File: config.mk
export PLATFORM = sky130hd
export DESIGN_NAME = alu_operand_stack
export DESIGN_NICKNAME = d
export VERILOG_FILES = /design/src/rtl/alu_operand_stack.sv
export SDC_FILE = /design/constraint.sdc
export NUM_CORES = 1
export LEC_CHECK = 0
export CORE_MARGIN = 5
export CORE_UTILIZATION = 54
export CTS_CLUSTER_DIAMETER = 80
export DETAILED_ROUTE_END_ITERATION = 8
export GPL_ROUTABILITY_DRIVEN = 0
export PLACE_DENSITY = 0.77
export SLEW_MARGIN = 20
export SYNTH_ARGS = -nofsm -noshare
export SYNTH_HDL_FRONTEND = slang
export SYNTH_SLANG_ARGS = --single-unit
File: constraint.sdc
create_clock -name clk -period 3.45 [get_ports clk]
set_input_delay 0.69 -clock clk [delete_from_list [all_inputs] [get_ports clk]]
set_output_delay 0.69 -clock clk [all_outputs]
set_load 0.02 [all_outputs]
File: src/rtl/alu_operand_stack.sv
// Operand stack and sequencer in front of a purely combinational ALU.
// Services PUSH/POP commands and multi-cycle ALU operations with depth checking.
module alu_operand_stack #(
    parameter int DATA_W = 5,
    parameter int DEPTH  = 8,
    localparam int CNT_W  = $clog2(DEPTH + 1),
    localparam int ADDR_W = (DEPTH > 1) ? $clog2(DEPTH) : 1
) (
    input  logic              clk,
    input  logic              rst,
    input  logic              cmd_valid,
    input  logic [1:0]        cmd,
    input  logic [1:0]        cmd_sl,
    input  logic [DATA_W-1:0] push_data,
    output logic              cmd_ready,
    output logic [DATA_W-1:0] pop_data,
    output logic              pop_valid,
    output logic [1:0]        alu_sl,
    output logic [DATA_W-1:0] alu_a,
    output logic [DATA_W-1:0] alu_b,
    input  logic [DATA_W-1:0] alu_out,
    output logic [CNT_W-1:0]  count,
    output logic              full,
    output logic              empty,
    output logic              err
);

    // state  | meaning
    // IDLE   | ready for a command; PUSH/POP complete here in one cycle
    // LOAD_B | pop top of stack into b_reg
    // LOAD_A | pop next entry into a_reg (binary functions only)
    // EXEC   | push alu_out back onto the stack
    typedef enum logic [1:0] {IDLE, LOAD_B, LOAD_A, EXEC} state_t;

    localparam logic [1:0] CMD_PUSH = 2'b00;
    localparam logic [1:0] CMD_POP  = 2'b01;
    localparam logic [1:0] CMD_ALU  = 2'b10;
    localparam logic [1:0] FN_NOT   = 2'b11;

    state_t              state, state_nxt;
    logic [DATA_W-1:0]   mem [DEPTH];
    logic [DATA_W-1:0]   a_reg, b_reg;
    logic                accept, reject, push_we;
    logic [ADDR_W-1:0]   top_idx, wr_idx;

    assign full    = (count == CNT_W'(DEPTH));
    assign empty   = (count == '0);
    assign alu_a   = a_reg;
    assign alu_b   = b_reg;
    assign top_idx = ADDR_W'(count - CNT_W'(1));
    assign wr_idx  = ADDR_W'(count);
    assign accept  = cmd_valid && cmd_ready;
    assign push_we = accept && !reject && (cmd == CMD_PUSH);

    always_comb begin
        reject = 1'b1;
        case (cmd)
            CMD_PUSH: reject = full;
            CMD_POP:  reject = empty;
            CMD_ALU:  reject = (cmd_sl == FN_NOT) ? (count < CNT_W'(1))
                                                  : (count < CNT_W'(2));
            default:  reject = 1'b1;
        endcase
    end

    always_ff @(posedge clk or posedge rst) begin
        if (rst) state <= IDLE;
        else     state <= state_nxt;
    end

    always_comb begin
        state_nxt = state;
        case (state)
            IDLE:    if (accept && !reject && cmd == CMD_ALU) state_nxt = LOAD_B;
            LOAD_B:  state_nxt = (alu_sl == FN_NOT) ? EXEC : LOAD_A;
            LOAD_A:  state_nxt = EXEC;
            EXEC:    state_nxt = IDLE;
            default: state_nxt = IDLE;
        endcase
    end

    always_comb begin
        cmd_ready = (state == IDLE);
    end

    always_ff @(posedge clk or posedge rst) begin
        if (rst) begin
            count     <= '0;
            pop_data  <= '0;
            pop_valid <= 1'b0;
            err       <= 1'b0;
            a_reg     <= '0;
            b_reg     <= '0;
            alu_sl    <= '0;
        end else begin
            pop_valid <= 1'b0;
            err       <= 1'b0;
            case (state)
                IDLE: if (accept) begin
                    if (reject) begin
                        err <= 1'b1;
                    end else begin
                        case (cmd)
                            CMD_PUSH: count <= count + CNT_W'(1);
                            CMD_POP: begin
                                pop_data  <= mem[top_idx];
                                pop_valid <= 1'b1;
                                count     <= count - CNT_W'(1);
                            end
                            CMD_ALU: begin
                                alu_sl <= cmd_sl;
                                if (cmd_sl == FN_NOT) a_reg <= '0;
                            end
                            default: ;
                        endcase
                    end
                end
                LOAD_B: begin
                    b_reg <= mem[top_idx];
                    count <= count - CNT_W'(1);
                end
                LOAD_A: begin
                    a_reg <= mem[top_idx];
                    count <= count - CNT_W'(1);
                end
                EXEC:    count <= count + CNT_W'(1);
                default: ;
            endcase
        end
    end

    // Stack RAM carries no reset; occupancy alone defines valid entries.
    always_ff @(posedge clk) begin
        if (push_we)              mem[wr_idx] <= push_data;
        else if (state == EXEC)   mem[wr_idx] <= alu_out;
    end

endmodule

Word level (Yosys, flattened, before mapping). Memory sizes are Yosys's and may differ from the RTL's. Cells that the tools add are included. W data, S select, Z words.

Add/sub/neg operators: 2. Magnitude comparators: 2. Equality and inequality tests: 14. Multiplexer cells: 27. Bitwise logic cells: 2. Reduce and logical (&&, ||, !) cells: 14.

Operator list (count): $mux W5 (5); $mux W1 (14); $pmux W4 S3 (1); $eq A2 B2 Y1 const B (5); $pmux W5 S2 (1); $mux W4 (2); $ne A2 B1 Y1 const B (4); $pmux W2 S4 (1); $pmux W4 S2 (1); $reduce_and A4 Y1 (2); $reduce_and A5 Y1 (1); $add A4 B1 Y4 const B (1); $eq A2 B1 Y1 const B (2); $eq A4 B4 Y1 const B (1); $logic_and A1 B1 Y1 (4); $logic_not A2 Y1 (2); $logic_not A4 Y1 (1); $lt A4 B1 Y1 const B (1); $lt A4 B2 Y1 const B (1); $sub A4 B1 Y4 const B (1); $ne A3 B1 Y1 const B (1); $pmux W1 S3 (1); $reduce_and A3 Y1 (1); $mux W2 (1); 6 further kinds (6).

Register bits after elaboration: 25. Memory bits (writable): 40. Bits of input ports: 17. Output and inout bits: 26. Memories kept: 1.

Memory list: mem (depth 8, bits a word 5, rd ports 1, clocked after Yosys merged registers in 0, write ports 1, RTL line 41) `logic [DATA_W-1:0] mem [DEPTH];`.

Longest topological paths before layout. Gate-level depths: netlist of the first run.

Word-level depth: 9. Depth in mapped cells: 9. Mapped depth without buffers: 6.

Least setup slack after synthesis of the first run. OpenSTA, ideal clock, no wires.

Kind: register to register. Start point: register count[0]. End point: memory mem[1][0], enable pin. Arrival: 2.450 ns. Data required time: 3.076 ns. Slack: 0.627 ns. Cell stages (with the launch flop): 9. Path buffers: 2. Path through: dfrtp_1 > buf_2 > buf_2 > inv_1 > ha_1 > and3b_1 > nor4_1 > o21ai_0 > nor3_1.

Elaborated cells on any way between the ends: 14. Those cells by class: order compare: 2; eq/ne: 1; mux: 6; bitwise: 1; reduce/logical: 4.

RTL lines: start: declaration (RTL line 22) `output logic [CNT_W-1:0] count,`; start signal: assignment (RTL line 104) `CMD_PUSH: count <= count + CNT_W'(1);`; start signal: assignment (RTL line 108) `count <= count - CNT_W'(1);`; start signal: assignment (RTL line 120) `count <= count - CNT_W'(1);`; $eq A4 B4 Y1 * (RTL line 46) `assign full = (count == CNT_W'(DEPTH));`; via full (RTL line 23) `output logic full,`; $pmux W1 S3 * (RTL line 57) `case (cmd)`; $logic_not A1 Y1 * (RTL line 53) `assign push_we = accept && !reject && (cmd == CMD_PUSH);`; $logic_and A1 B1 Y1 * (2 in series) (RTL line 53); $mux W1 (RTL line 134) `if (push_we) mem[wr_idx] <= push_data;`; $mux W1, on equally long branches (RTL line 134, 135); $or A1 B1 Y1 (no line) *; end: declaration (RTL line 41).

Mark *: on every way through the listed nets, which the timed path passes. The rest lies on a longest branch.

Worst setup path in the final report of the first run.
Start point: register count[1]. End point: output empty.

Longest elaborated chain between the ends: 1.

RTL lines: $logic_not A4 Y1 (RTL line 47) `assign empty = (count == '0);`; end: declaration (RTL line 24) `output logic empty,`.

No other way between the ends.

==> results.json, run 1 <==
{
  "grt_busiest_layer": "met2",
  "critPathRequiredTime_ns": 2.76,
  "yosys.area.top_type_share_pct": 40.99,
  "portBuffers": 42,
  "final.min_clock_period_ns": 3.120,
  "hold_path.class": "flop to flop",
  "crit_chain": "inv_1 -> ha_1 -> nor3b_1 -> clkdlybuf4s50_1",
  "hold_path.startpoint": "pop_data[3]$_DFFE_PP0P_",
  "powerDensity_mw_per_mm2": 943.2,
  "yosys.area.top_type": "edfxtp_1",
  "r2r-start": "count[1]$_DFFE_PP0P_",
  "first_pass_iters": 4,
  "instances_no_fill": 330,
  "cts_buffers": 9,
  "synthTopCellsByArea": "edfxtp_1 (41%), dfrtp_1 (21%), mux4_2 (7.7%)",
  "die_w_um": 83.67,
  "reg2reg_depth": 6,
  "slowest_stage": "clkdlybuf4s50_1",
  "fin_nets": 278,
  "r2r_setup_slack_ns": 0.67,
  "startpoint_type": "flop",
  "r2r-end": "mem[7][2]$_DFFE_PP_",
  "fmax_mhz": 320.5,
  "h-tree-depth": 3,
  "fp.dieArea_sq_mm": 0.007000,
  "final_cell_mix": "clkdlybuf4s50_1 (42), edfxtp_1 (40), dfrtp_1 (25)",
  "core_area_sq_mm": 0.005205,
  "fin_tns_setup_ns": 0,
  "final_common_cell": "clkdlybuf4s50_1",
  "postRouteAntennaNets": 0,
  "cts_hold_buf": 0,
  "use_met1_pct": 22.73,
  "finClkSkew_ns": 0.009168,
  "start_util_pct": 56.30,
  "async_flop_share_pct": 38.46,
  "worstPathArrival_ns": 2.43,
  "power_leakage_uw": 0.001348,
  "min_period_over_period_pct": 90.44,
  "synthDistinctLibCells": 41,
  "track_usage_pct": 17.19,
  "synth_edf_count": 40,
  "worstSkewPairLatency_ns": 0.34,
  "vias": 1873,
  "ys_warn_count": 0,
  "synthCells": 203,
  "worstSetupEndpointType": "output pin",
  "cp-startpoint": "count[1]$_DFFE_PP0P_",
  "grt_setup_unrepaired": "false",
  "via_per_inst": 5.676,
  "syn_to_final_growth_pct": 23.87,
  "path_clk_slew_ns": 0.07,
  "grt_pass1_vias": 1835,
  "synthesis.nets": 226,
  "crit_path_max_fanout": 11,
  "irDropWorstVdd_mv": 0.4918,
  "grt_overflow_total": 0,
  "grt_max_degree": 26,
  "wl_per_cell_um": 17.58,
  "status": "finished clean",
  "drc": 0,
  "cts_resized": 0,
  "ys_seq_elements": 65,
  "crit_path_max_incr_delay_ns": 0.70,
  "routed_wl_um": 5800,
  "die_h_um": 83.67,
  "row_count": 26,
  "antenna_found_initial": 0,
  "cts_setup_buffers": 0,
  "slew_headroom_pct": 41.06,
  "grt_pass1_wl_um": 9239,
  "placed_cells": 314,
  "finalHoldViolCount": 0,
  "drv_cap": 0,
  "hold_end": "pop_data[3]$_DFFE_PP0P_",
  "met3_usage_pct": 4.837,
  "synth_ff_type": "edfxtp_1",
  "use_met2_pct": 26.61,
  "hold_path_depth": 2,
  "synthesis.area_sq_mm": 0.002930,
  "yosysSeqAreaShare_pct": 62.34,
  "worst_pin_slew_ns": 0.8786,
  "io_pins": 43,
  "cts_buffer_depth": 2,
  "cts_tree": "yes",
  "post-dp-hpwl_um": 4066,
  "setup_viol": 0,
  "clock-root-buffer": "clkbuf_8",
  "drtIter0Drc": 99,
  "drive_above_1_share_pct": 16.15,
  "drv_slew": 0,
  "clkSinkCount": 65,
  "antenna_cells": 0,
  "path_class": "flop to output pin",
  "syn_avg_cell_area_sq_um": 14.44
}
how the worst max path moves through the flow:
stage / to / slack (ns)
3_5_place_dp: mem[4][0]$_DFFE_PP_ / 0.56
5_1_grt: empty / 0.22
4_1_cts: empty / 0.33
2_1_floorplan: mem[1][0]$_DFFE_PP_ / 0.63
6_report: empty / 0.33
3_3_place_gp: mem[4][0]$_DFFE_PP_ / 0.60
state kept, by name (all words and copies together), names as in the netlist:
signal     count
alu_a          5
alu_b          5
alu_sl         2
count          4
err            1
mem           40
pop_data       5
pop_valid      1
state          2
critical path: cells and delay by family, from the launching register on:
kind / cells / cell delay (ns)
adders and majority gates: 1 / 0.31
buffers and inverters: 2 / 0.83
DFF: 1 / 0.53
and+or+nand+nor: 1 / 0.42
area by class of cell:
type,instances,area [sq um]
clock inverter,5,31.28
fill,369,1575
clock buffer,11,141.4
inverter,7,26.28
tap,70,87.58
sequential,65,1827
timing repair buffer,50,480.5
multi-input combinational,122,1036
power breakdown:
part | internal, uW | switching (uW) | leakage, uW
registers | 1060 | 150 | 0.000665
logic | 761 | 894 | 0.000604
clock network | 276 | 284 | 0.0000790
cells in the mapped netlist, drive strengths merged (2+ instances only):
library cell / n
mux4: 10
edfxtp: 40
and3b: 2
o21ai: 13
ha: 6
clkbuf: 4
mux2: 10
o2bb2ai: 6
xor2: 3
inv: 7
nor2b: 3
a221oi: 2
buf: 5
a21oi: 7
nand2b: 5
dfrtp: 25
nor3: 7
mux2i: 7
nor2: 13
nand2: 10
a211oi: 3
logic make-up (layout without fill, tap and decap cells):
| logic type | Yosys count | after routing | share of synthesized area (%) |
|---|---|---|---|
| flops | 65 | 65 | 62.34 |
| simple gates | 49 | 49 | 8.839 |
| compound gates | 36 | 36 | 8.583 |
| mux | 27 | 27 | 13.92 |
| buf+inv | 16 | 73 | 2.306 |
| fa+ha+maj | 6 | 6 | 2.562 |
| xor+xnor | 4 | 4 | 1.452 |
per-stage QoR:
step	area [sq um]	utilization [%]	power, uW	setup WS (ns)	hold WS, ns
global placement	3457	66.42	2855	0.6013	0.4612
global route	3630	69.74	3621	0.2233	0.5286
CTS	3630	69.74	3446	0.3272	0.4845
detailed placement	3457	66.42	2883	0.5581	0.4691
floorplan	2930	-	2312	0.6269	0.5116
finish	3630	69.74	3423	0.3297	0.4796
routing by layer:
layer | up-vias | routed length [um]
li1 | 875 | -
met1 | 922 | 2645
met2 | 66 | 2674
met3 | 10 | 391
met4 | 0 | 89
met5 | - | 0
Note: power is estimated with default switching activity, not from simulation.
==> inputs of run 2 (changes only) <==
CORE_UTILIZATION = 50   (was 54)
PLACE_DENSITY = 0.72   (was 0.77)
==> run 2 against run 1 <==
Effect of this change:
- non-clock buffer count increased by 2
- design area up 2.6%
- largest power group unchanged
- clock-buffer cell count is 2 lower
- sequential cell count did not move
- critical path type unchanged
==> results.json, run 2 (same netlist as run 1, synthesis figures left out) <==
{
  "cts_setup_buffers": 0,
  "power_leakage_uw": 0.001407,
  "start_util_pct": 52.25,
  "drv_cap": 0,
  "wl_per_cell_um": 17.86,
  "drtIter0Drc": 99,
  "fp.dieArea_sq_mm": 0.007492,
  "irDropWorstVdd_mv": 0.4675,
  "final_common_cell": "clkdlybuf4s50_1",
  "multi_input_comb_area_sq_mm": 0.001036,
  "crit_path_max_fanout": 6,
  "routed.top_layer": "met4",
  "placed_area_sq_mm": 0.003475,
  "fin_nets": 280,
  "grt_max_degree": 26,
  "finClkSkew_ns": 0.007715,
  "antenna_cells": 0,
  "startpoint_type": "flop",
  "syn_to_final_growth_pct": 27.07,
  "row_count": 27,
  "utilization_pct": 66.40,
  "post-dp-hpwl_um": 4245,
  "status": "finished clean",
  "place_ws_ns": 0.4363,
  "setup_viol": 0,
  "grt_pass1_vias": 1805,
  "powerDensity_mw_per_mm2": 993.1,
  "clkSinkCount": 65,
  "antenna_found_initial": 0,
  "critPathRequiredTime_ns": 2.76,
  "vias": 1866,
  "final_cell_mix": "clkdlybuf4s50_1 (42), edfxtp_1 (40), dfrtp_1 (25)",
  "grt_setup_unrepaired": "false",
  "met3_length_um": 447,
  "worstSkewPairLatency_ns": 0.34,
  "final.min_clock_period_ns": 2.988,
  "cts_resized": 0,
  "portBuffers": 42,
  "track_usage_pct": 16.86,
  "hold_path.class": "flop to flop",
  "fmax_mhz": 334.6,
  "grt_overflow_total": 0,
  "cts_hold_buf": 0,
  "path_class": "flop to output pin",
  "worst_pin_slew_ns": 0.9387,
  "fillers": 421,
  "die_w_um": 86.56,
  "cts_buffer_depth": 2,
  "final_area_sq_mm": 0.003724,
  "core_area_sq_mm": 0.005608,
  "met2_length_um": 2722,
  "drc": 0,
  "regArea_sq_mm": 0.001827,
  "die_h_um": 86.56,
  "clock-root-buffer": "clkbuf_8",
  "cts_tree": "yes",
  "min_period_over_period_pct": 86.62,
  "io_pins": 43,
  "postRouteAntennaNets": 0,
  "slew_headroom_pct": 37.35,
  "path_clk_slew_ns": 0.07,
  "drv_slew": 0,
  "cts_buffers": 9,
  "regMostFlops": "mem",
  "h-tree-depth": 3,
  "finalHoldViolCount": 0,
  "worstPathArrival_ns": 2.30,
  "grt_pass1_wl_um": 9349,
  "wl_met1_um": 2724,
  "setup_slack_ns": 0.4616,
  "largest_reg_flops": 40,
  "via_per_inst": 5.587,
  "drive_above_1_share_pct": 17.56,
  "worstSetupEndpointType": "output pin",
  "fin_tns_setup_ns": 0,
  "first_pass_iters": 4,
  "routed_wl_um": 5965
}
run 2: changes by cell type in the layout (fill, tap and decap cells not counted), moves of 2 or more:
cell	delta
buf_4	+2
inv_6	+2
clkinv_1	-2
bufinv_16	+3
clkinvlp_4	-3
clkinv_4	+2
run 2: cell type report:
cell class / count / area share, %
clock buffer: 9 / 3.327
inverter: 7 / 0.7056
tap: 72 / 2.419
multi-input combinational: 122 / 27.82
timing repair buffer: 52 / 13.31
clock inverter: 7 / 3.360
sequential: 65 / 49.06
run 2: path summary, 6_finish.rpt:
kind | from | to | slack (ns) | depth (start not counted)
setup / recovery | count[0]$_DFFE_PP0P_ | empty | 0.46 | 4
hold / removal | pop_data[1]$_DFFE_PP0P_ | pop_data[1]$_DFFE_PP0P_ | 0.48 | 2
setup reg to reg | count[0]$_DFFE_PP0P_ | mem[4][2]$_DFFE_PP_ | 0.84 | 6
hold reg to reg | pop_data[1]$_DFFE_PP0P_ | pop_data[1]$_DFFE_PP0P_ | 0.48 | 2
max in group asynchronous | rst | state[1]$_DFFE_PP0P_ | 2.02 | 2
min in group asynchronous | rst | state[0]$_DFFE_PP0P_ | 0.86 | 2
run 2: critical path, stage by stage, from the launching register on:
cell and delay, ns:
dfrtp_1 0.38, inv_1 0.10, ha_1 0.30, nor3b_1 0.48
clkdlybuf4s50_1 0.70
run 2: metrics by stage:
step / power (uW) / hold WS, ns / cells
global route: 3901 / 0.5323 / 334
global placement: 2884 / 0.4611 / 318
floorplan: 2312 / 0.5116 / 203
finish: 3698 / 0.4845 / 334
detailed placement: 2915 / 0.4710 / 318
CTS: 3714 / 0.4882 / 334
run 2: where the power goes:
part / internal (uW) / switching (uW)
combinational: 777 / 958
sequential: 1060 / 106
clock: 487 / 310
total: 2320 / 1370
run 2: routing by layer:
layer	vias to the layer above	GRT usage, %
li1	881	-
met1	910	21.82
met2	67	26.01
met3	8	5.703
met4	0	7.082
met5	-	0
==> inputs of run 3 (changes only) <==
DONT_BUFFER_PORTS = 1   (was unset)
PLACE_DENSITY = 0.63   (was 0.72)
==> run 3 against run 2 <==
Effect of this change:
- critical path type is now flop to flop
- register-to-register slack about the same
- via count is 7.6% lower
- routed wire length down 3.1%
- fmax up 14%
- sequential power up 13%
- hold slack worse by 0.017 ns
- global-route usage about the same
- sequential share of layout area is 7.9 points higher
==> results.json, run 3 (same netlist as run 1, synthesis figures left out) <==
{
  "p_comb_share_pct": 40.5,
  "die_h_um": 86.56,
  "vias": 1725,
  "final_area_sq_mm": 0.003204,
  "p_int_uw": 1911,
  "p_sw_uw": 1292,
  "status": "finished clean",
  "power_leakage_uw": 0.001197,
  "grt_setup_unrepaired": "false",
  "antenna_found_initial": 0,
  "drtIter0Drc": 135,
  "cts_buffers": 9,
  "startpoint_type": "flop",
  "drive_above_1_share_pct": 18.60,
  "cts_setup_buffers": 0,
  "antenna_cells": 0,
  "placed_cells": 273,
  "via_per_inst": 6.010,
  "cts_resized": 0,
  "switching_share_pct": 40.34,
  "critPathRequiredTime_ns": 3.50,
  "syn_to_final_growth_pct": 9.351,
  "fin_nets": 235,
  "clock-root-buffer": "clkbuf_8",
  "p_clk_share_pct": 18.3,
  "track_usage_pct": 16.85,
  "worstSkewPairLatency_ns": 0.33,
  "postRouteAntennaNets": 0,
  "cts_hold_buf": 0,
  "fp.dieArea_sq_mm": 0.007492,
  "hold_path.class": "primary input to asynchronous set/reset pin",
  "regMostFlops": "mem",
  "portBuffers": 0,
  "grt_pass1_wl_um": 9501,
  "first_pass_iters": 4,
  "drc": 0,
  "drv_cap": 0,
  "cts_buffer_depth": 2,
  "largest_reg_flops": 40,
  "row_count": 27,
  "instances_no_fill": 287,
  "fillers": 453,
  "core_area_sq_mm": 0.005608,
  "h-tree-depth": 3,
  "setup_viol": 0,
  "path_class": "flop to flop",
  "routed_wl_um": 5783,
  "fmax_mhz": 382.9,
  "die_w_um": 86.56,
  "cts_tree": "yes",
  "placed_area_sq_mm": 0.003032,
  "slew_headroom_pct": 36.67,
  "finalHoldViolCount": 0,
  "grt_overflow_total": 0,
  "clkSinkCount": 65,
  "post-dp-hpwl_um": 4087,
  "start_util_pct": 52.25,
  "final_cell_mix": "edfxtp_1 (40), dfrtp_1 (25), nor2_1 (13)",
  "worstSetupEndpointType": "flop",
  "fin_tns_setup_ns": 0,
  "io_pins": 43,
  "min_period_over_period_pct": 75.69,
  "powerDensity_mw_per_mm2": 999.5,
  "crit_path_max_fanout": 6,
  "grt_pass1_vias": 1783,
  "seq_power_share_pct": 41.1,
  "irDropWorstVdd_mv": 0.4953,
  "path_clk_slew_ns": 0.06,
  "final.min_clock_period_ns": 2.611,
  "reg2reg_depth": 7,
  "final_common_cell": "edfxtp_1",
  "worst_pin_slew_ns": 0.9489,
  "grt_max_degree": 26,
  "wl_per_cell_um": 20.15,
  "drv_slew": 0,
  "worstPathArrival_ns": 2.66,
  "finClkSkew_ns": 0.007842
}
## run 3: cell type report
class                   instances  area, sq um  area share, %
clock buffers                   9        123.9          3.866
clock inverters                 5        48.80          1.523
inverters                       7        26.28         0.8200
multi-input cells             122         1036          32.33
flip-flops and latches         65         1827          57.01
well taps                      72        90.09          2.811
repair buffers                  7        52.55          1.640
## run 3: worst paths after layout
kind | startpoint | to | slack, ns
max reg2reg | count[0]$_DFFE_PP0P_ | mem[0][0]$_DFFE_PP_ | 0.84
min | rst | pop_data[3]$_DFFE_PP0P_ | 0.47
max in group asynchronous | rst | err$_DFF_PP0_ | 2.40
max | count[0]$_DFFE_PP0P_ | mem[0][0]$_DFFE_PP_ | 0.84
min in group clk | cmd_sl[0] | alu_sl[0]$_DFFE_PP0P_ | 0.50
min reg2reg | state[1]$_DFFE_PP0P_ | state[1]$_DFFE_PP0P_ | 0.56
## run 3: through the flow
| step | hold WS [ns] | setup WS (ns) | total power (uW) | util, % |
|---|---|---|---|---|
| after global routing | 0.4919 | 0.6890 | 3422 | 57.14 |
| after global placement | 0.5409 | 0.9788 | 2601 | 54.06 |
| after floorplan | 0.5116 | 0.6269 | 2312 | - |
| final | 0.4679 | 0.8386 | 3203 | 57.14 |
| after detailed placement | 0.5512 | 0.9145 | 2637 | 54.06 |
| after CTS | 0.4886 | 0.8878 | 3228 | 57.14 |
## run 3: layer usage
layer | part of all wire, % | global-route usage, % | vias up | wire (um)
li1 | - | - | 785 | -
met5 | 0 | 0 | - | 0
met4 | 1.1 | 6.657 | 0 | 65
met2 | 45 | 24.97 | 70 | 2630
met3 | 6.7 | 4.848 | 7 | 387
met1 | 47 | 23.45 | 863 | 2700
## run 3: critical path, cell delays in order, from the launching register on
cell and delay (ns):
dfrtp_1 0.34, inv_1 0.07, ha_1 0.29, and3b_1 0.30
nor4_1 0.42, o21ai_0 0.29, nor3_1 0.41, buf_4 0.21
## run 3: power by group through the flow
stage	Sequential (uW)	Clock (uW)	Combinational, uW
final	1320	587	1300
after global routing	1350	643	1430
after CTS	1320	599	1310
after detailed placement	1340	0	1300
after global placement	1320	0	1280
after floorplan	1320	0	996
